==> config.mk <==
export PLATFORM = sky130hd
export DESIGN_NAME = dii_packet_fifo_flat
export DESIGN_NICKNAME = d
export VERILOG_FILES = /design/src/rtl/dii_packet_fifo_if.sv /design/src/rtl/dii_packet_fifo.sv /design/src/flat_wrapper.sv
export SDC_FILE = /design/constraint.sdc
export NUM_CORES = 1
export LEC_CHECK = 0
export CORE_ASPECT_RATIO = 0.5
export CORE_MARGIN = 3
export CORE_UTILIZATION = 45
export CTS_CLUSTER_SIZE = 16
export DETAILED_ROUTE_END_ITERATION = 12
export PLACE_DENSITY_LB_ADDON = 0.08
export SYNTH_ARGS = -nofsm -noshare
export SYNTH_HDL_FRONTEND = slang
export SYNTH_SLANG_ARGS = --single-unit
==> constraint.sdc <==
create_clock -name clk -period 3.7 [get_ports clk]
set_input_delay 1.11 -clock clk [delete_from_list [all_inputs] [get_ports clk]]
set_output_delay 1.11 -clock clk [all_outputs]
set_load 0.005 [all_outputs]
==> src/rtl/dii_packet_fifo_if.sv <==
// dii_packet_fifo_if: DII flit channel carrying data, first/last markers and a valid/ready handshake
interface dii_channel #(
  parameter int WIDTH = 16
);
  logic [WIDTH-1:0] data;
  logic             first;
  logic             last;
  logic             valid;
  logic             ready;
  modport master (output data, first, last, valid, input ready);
  modport slave (input data, first, last, valid, output ready);
endinterface

==> src/rtl/dii_packet_fifo.sv <==
// dii_packet_fifo: circular-buffer DII flit FIFO with optional store-and-forward and cut-through fallback
module dii_packet_fifo #(
  parameter int WIDTH = 16,
  parameter int DEPTH = 8,
  parameter bit FULLPACKET = 1'b0,
  localparam int AW = $clog2(DEPTH)
) (
  input  logic              clk,
  input  logic              rst,
  dii_channel.slave         in,
  dii_channel.master        out,
  output logic [AW:0]       level,
  output logic [AW:0]       packet_count
);
  logic [WIDTH+1:0] r_mem [DEPTH];
  logic [AW:0]      r_wp;
  logic [AW:0]      r_rp;
  logic [AW:0]      r_pkt;
  logic             r_drain;
  logic             w_empty;
  logic             w_full;
  logic             w_push;
  logic             w_pop;
  logic [WIDTH+1:0] w_head;

  assign w_empty      = r_wp == r_rp;
  assign w_full       = r_wp == {~r_rp[AW], r_rp[AW-1:0]};
  assign w_head       = r_mem[r_rp[AW-1:0]];
  assign in.ready     = !w_full;
  // a stored last flit, a full buffer (cut-through) or an already released packet head lets output run
  assign out.valid    = !w_empty && (!FULLPACKET || r_pkt != '0 || w_full || r_drain);
  assign {out.data, out.first, out.last} = w_head;
  assign w_push       = in.valid && !w_full;
  assign w_pop        = out.valid && out.ready;
  assign level        = r_wp - r_rp;
  assign packet_count = r_pkt;

  // flit storage, deliberately left uncleared by reset
  always_ff @(posedge clk)
    if (w_push) r_mem[r_wp[AW-1:0]] <= {in.data, in.first, in.last};

  // pointers with wrap bit, complete-packet counter and mid-packet draining flag
  always_ff @(posedge clk or posedge rst)
    if (rst) begin
      r_wp    <= '0;
      r_rp    <= '0;
      r_pkt   <= '0;
      r_drain <= 1'b0;
    end else begin
      r_wp  <= r_wp + (AW+1)'(w_push);
      r_rp  <= r_rp + (AW+1)'(w_pop);
      r_pkt <= r_pkt + (AW+1)'(w_push && in.last) - (AW+1)'(w_pop && out.last);
      if (w_pop) r_drain <= !out.last;
    end
endmodule

==> src/flat_wrapper.sv <==
// flat-port wrapper written by rule: the top's interface ports become plain ports
module dii_packet_fifo_flat 
#(
  parameter int WIDTH = 16,
  parameter int DEPTH = 8,
  parameter bit FULLPACKET = 1'b0,
  localparam int AW = $clog2(DEPTH)
)
  (clk, rst, level, packet_count, in_data, in_first, in_last, in_valid, in_ready, out_data, out_first, out_last, out_valid, out_ready);
  dii_channel #(.WIDTH(WIDTH)) in_i ();
  dii_channel #(.WIDTH(WIDTH)) out_i ();
  input  logic clk;
  input  logic rst;
  output logic [AW:0] level;
  output logic [AW:0] packet_count;
  input wire logic [$bits(in_i.data)-1:0] in_data;
  input wire logic [$bits(in_i.first)-1:0] in_first;
  input wire logic [$bits(in_i.last)-1:0] in_last;
  input wire logic [$bits(in_i.valid)-1:0] in_valid;
  output wire logic [$bits(in_i.ready)-1:0] in_ready;
  output wire logic [$bits(out_i.data)-1:0] out_data;
  output wire logic [$bits(out_i.first)-1:0] out_first;
  output wire logic [$bits(out_i.last)-1:0] out_last;
  output wire logic [$bits(out_i.valid)-1:0] out_valid;
  input wire logic [$bits(out_i.ready)-1:0] out_ready;
  assign in_i.data = in_data;
  assign in_i.first = in_first;
  assign in_i.last = in_last;
  assign in_i.valid = in_valid;
  assign in_ready = in_i.ready;
  assign out_data = out_i.data;
  assign out_first = out_i.first;
  assign out_last = out_i.last;
  assign out_valid = out_i.valid;
  assign out_i.ready = out_ready;
  dii_packet_fifo #(.WIDTH(WIDTH), .DEPTH(DEPTH), .FULLPACKET(FULLPACKET)) u_core (.clk(clk), .rst(rst), .in(in_i), .out(out_i), .level(level), .packet_count(packet_count));
endmodule
==> impl_metrics.env <==
export IMPL_syn_cell_area_um2=6200
export IMPL_hold_buffers=0
export IMPL_critPathLaunch="u_core.r_wp[0]$_DFF_PP0_"
export IMPL_cap_violations=0
export IMPL_switchingPower_uw=1950
export IMPL_internal_power_uw=4520
export IMPL_fill_cells=990
export IMPL_root_buffer="clkbuf_16"
export IMPL_via_count=3047
export IMPL_finalClockSkew_ns=0.00842
export IMPL_timing_fmax_mhz=290
export IMPL_post_route_drc_count=0
export IMPL_fin_crit_sh=0.931
export IMPL_drt_pass1_iterations=5
export IMPL_hold_class="flop to flop"
export IMPL_die_w_um=172
export IMPL_p_clk_frac=0.266
export IMPL_setup_violations=0
export IMPL_die_area_um2=15300
export IMPL_ant_nets=0
export IMPL_totalWireLength_um=12000
export IMPL_crit_path_cell_trace="inv_1, ha_1, inv_1, a21o_1, a21oi_1, xor2_1, clkdlybuf4s50_1"
export IMPL_setup_tns_ns=0
export IMPL_path_buf_inv=3
export IMPL_yosysUniqueCellTypes=31
export IMPL_fp_dieH_um=89.0
export IMPL_port_buffers=49
export IMPL_p_per_area_nw_per_um2=853
export IMPL_cpLargestDelayFamily="buffers and inverters"
export IMPL_grt_pass1_vias=3217
export IMPL_crit_fanout=6
export IMPL_hpwl_um=7000
export IMPL_path_clk_slew_ns=0.06
export IMPL_relSlewSlack=0.654
export IMPL_avgSynthCellArea_um2=19.0
export IMPL_nNetsFinal=434
export IMPL_critical_path_depth=7
export IMPL_seq_power_share=0.373
export IMPL_regArea_um2=4630
export IMPL_slew_viol_final=0
export IMPL_outcome="complete, no violations"
export IMPL_areaGrowthSynthToFinish_pct=22.3
export IMPL_fin_util=0.580
export IMPL_htreeDepth=4
export IMPL_grt_start_max_net_pins=30
export IMPL_path_class="flop to primary output"
export IMPL_grt_pass1_wl_um=18500
export IMPL_r2r_cells=12
export IMPL_clk_latency_ns=0.41
export IMPL_grt_usage=0.171
export IMPL_drive_above_1_share=0.221
export IMPL_grt_overflow=0
export IMPL_drt_initial_drc_count=180
export IMPL_coreArea_um2=13100
export IMPL_synth_nets=361
export IMPL_finalHoldViolCount=0
export IMPL_multiInputGateArea_um2=1470
export IMPL_leakage_uw=0.00268
export IMPL_n_antenna_cell=0
export IMPL_initial_core_util=0.474
export IMPL_cp_common_cell="inv_1"
export IMPL_numCtsBuffers=17
export IMPL_required_ns=2.59
export IMPL_crit_slowest_cell="clkdlybuf4s50_1"
export IMPL_routedWlPerCell_um=20.7
export IMPL_max_vdd_ir_drop_mv=0.325
export IMPL_rsz0062_at_grt="false"
export IMPL_switching_share=0.301
export IMPL_antenna_found_initial=0
export IMPL_cp_start_kind="flop"
export IMPL_ys_ff_latch=156
export IMPL_ys_warnings_count=0
export IMPL_cts_num_sinks=156
export IMPL_worst_pin_slew_ns=0.519
export IMPL_ios=50
export IMPL_cts_tree="yes"
export IMPL_cpPeakStageDelay_ns=0.51
export IMPL_hold_start="u_core.r_rp[3]$_DFF_PP0_"
export IMPL_arrival_ns=2.33
export IMPL_p_comb_frac=0.362
export IMPL_place_gp_congestion=0.736
export IMPL_viasPerCell=5.24
export IMPL_cts_buffer_depth=2
export IMPL_fin_crit_ns=3.44
export IMPL_syn_inst=326
export IMPL_min_path_cells=1
export IMPL_ys_seq_area_frac=0.746
export IMPL_r2r_start="u_core.r_wp[0]$_DFF_PP0_"
export IMPL_rows=29
export IMPL_end_kind="primary output"
-- metrics by stage --
step | hold WS, ns | std cells | cell area (um^2) | setup WS, ns | total power (uW)
after detailed placement | 0.486 | 548 | 6980 | 0.431 | 4820
after CTS | 0.500 | 579 | 7570 | 0.0751 | 6550
after global routing | 0.518 | 581 | 7580 | 0.161 | 6850
after floorplan | 0.464 | 326 | 6200 | 0.442 | 3790
final | 0.499 | 581 | 7580 | 0.255 | 6460
after global placement | 0.488 | 548 | 6980 | 0.447 | 4750
-- logic make-up (layout without fill, tap and decap cells) --
group | after synthesis | count (layout) | synth area share
xor+xnor | 10 | 10 | 0.0141
mux | 38 | 38 | 0.131
buf+inv | 28 | 113 | 0.0226
fa+ha+maj | 13 | 13 | 0.0287
compound gates | 6 | 6 | 0.00686
flops | 156 | 156 | 0.746
simple gates | 75 | 75 | 0.0507
-- per-layer routing --
metal  GRT usage  routed length, um  up-vias
met5           0                  0        -
met4      0.0637                 71        0
met3      0.0375                524        6
met2       0.272               5770       64
met1       0.238               5670     1575
li1            -                  -     1402
-- layout by cell type, fill, tap and decap left out, drive strengths merged --
cell type,n
mux2,1
nand4,1
or3,1
xnor2,6
nor2b,1
inv,23
fa,2
clkinv,2
mux4,34
a21o,2
nand2,56
a21oi,2
bufinv,2
o311a,1
clkbuf,17
edfxtp,144
dfrtp,12
and3,1
nor2,4
and2,2
a22oi,1
mux2i,3
nand3,4
nor4,1
buf,17
nor3,4
xor2,4
ha,11
clkdlybuf4s50,49
clkinvlp,3
-- worst paths after layout --
kind / slack [ns] / to
max: 0.26 / level[3]
min: 0.50 / u_core.r_rp[3]$_DFF_PP0_
max reg2reg: 0.77 / u_core.packet_count[2]$_DFF_PP0_
min reg2reg: 0.50 / u_core.r_rp[3]$_DFF_PP0_
max in group asynchronous: 2.26 / u_core.r_rp[0]$_DFF_PP0_
min in group asynchronous: 1.05 / u_core.packet_count[3]$_DFF_PP0_
-- power by group through the flow --
stage | Sequential [uW] | Combinational, uW | Clock (uW)
floorplan | 2400 | 1380 | 0
global placement | 2460 | 2290 | 0
detailed placement | 2480 | 2330 | 0
CTS | 2450 | 2350 | 1750
global route | 2440 | 2580 | 1830
finish | 2410 | 2340 | 1720
-- final cells by class --
class                   count  area share
repair buffers             66      0.0832
flip-flops and latches    156       0.610
well taps                 170      0.0281
clock inverters            14      0.0206
clock buffers              17      0.0561
multi-input cells         142       0.194
inverters                  16     0.00792
-- synth_stat cells --
cell,instances,area [um^2]
buf_1,1,3.75
fa_1,2,40.0
buf_6,2,22.5
edfxtp_1,144,4320
nand2_1,56,210
inv_2,1,3.75
nor3_1,4,20.0
a22oi_1,1,7.51
nand4_1,1,6.26
a21oi_1,2,10.0
mux2i_1,3,30.0
and3_1,1,6.26
clkbuf_1,3,11.3
o311a_1,1,10.0
xor2_1,4,35.0
mux4_2,34,766
ha_1,11,138
or3_4,1,11.3
and2_1,2,12.5
buf_8,1,15.0
nor4_1,1,6.26
xnor2_1,6,52.6
buf_4,1,7.51
buf_2,4,20.0
nor2_1,4,15.0
a21o_1,2,15.0
nor2b_1,1,6.26
mux2_4,1,15.0
dfrtp_1,12,300
inv_1,15,56.3
nand3_1,4,20.0
-- registers in the layout, summed over array words and instances (netlist names) --
| register | flops |
|---|---|
| u_core.packet_count | 4 |
| u_core.r_mem | 144 |
| u_core.r_rp | 4 |
| u_core.r_wp | 4 |
-- repair_timing --
item,4_1_cts,5_1_grt
setup buffers,0,2
endpoints found under the setup margin,3,2
gates resized for setup,1,0
Power figures use the tool's default switching activity.
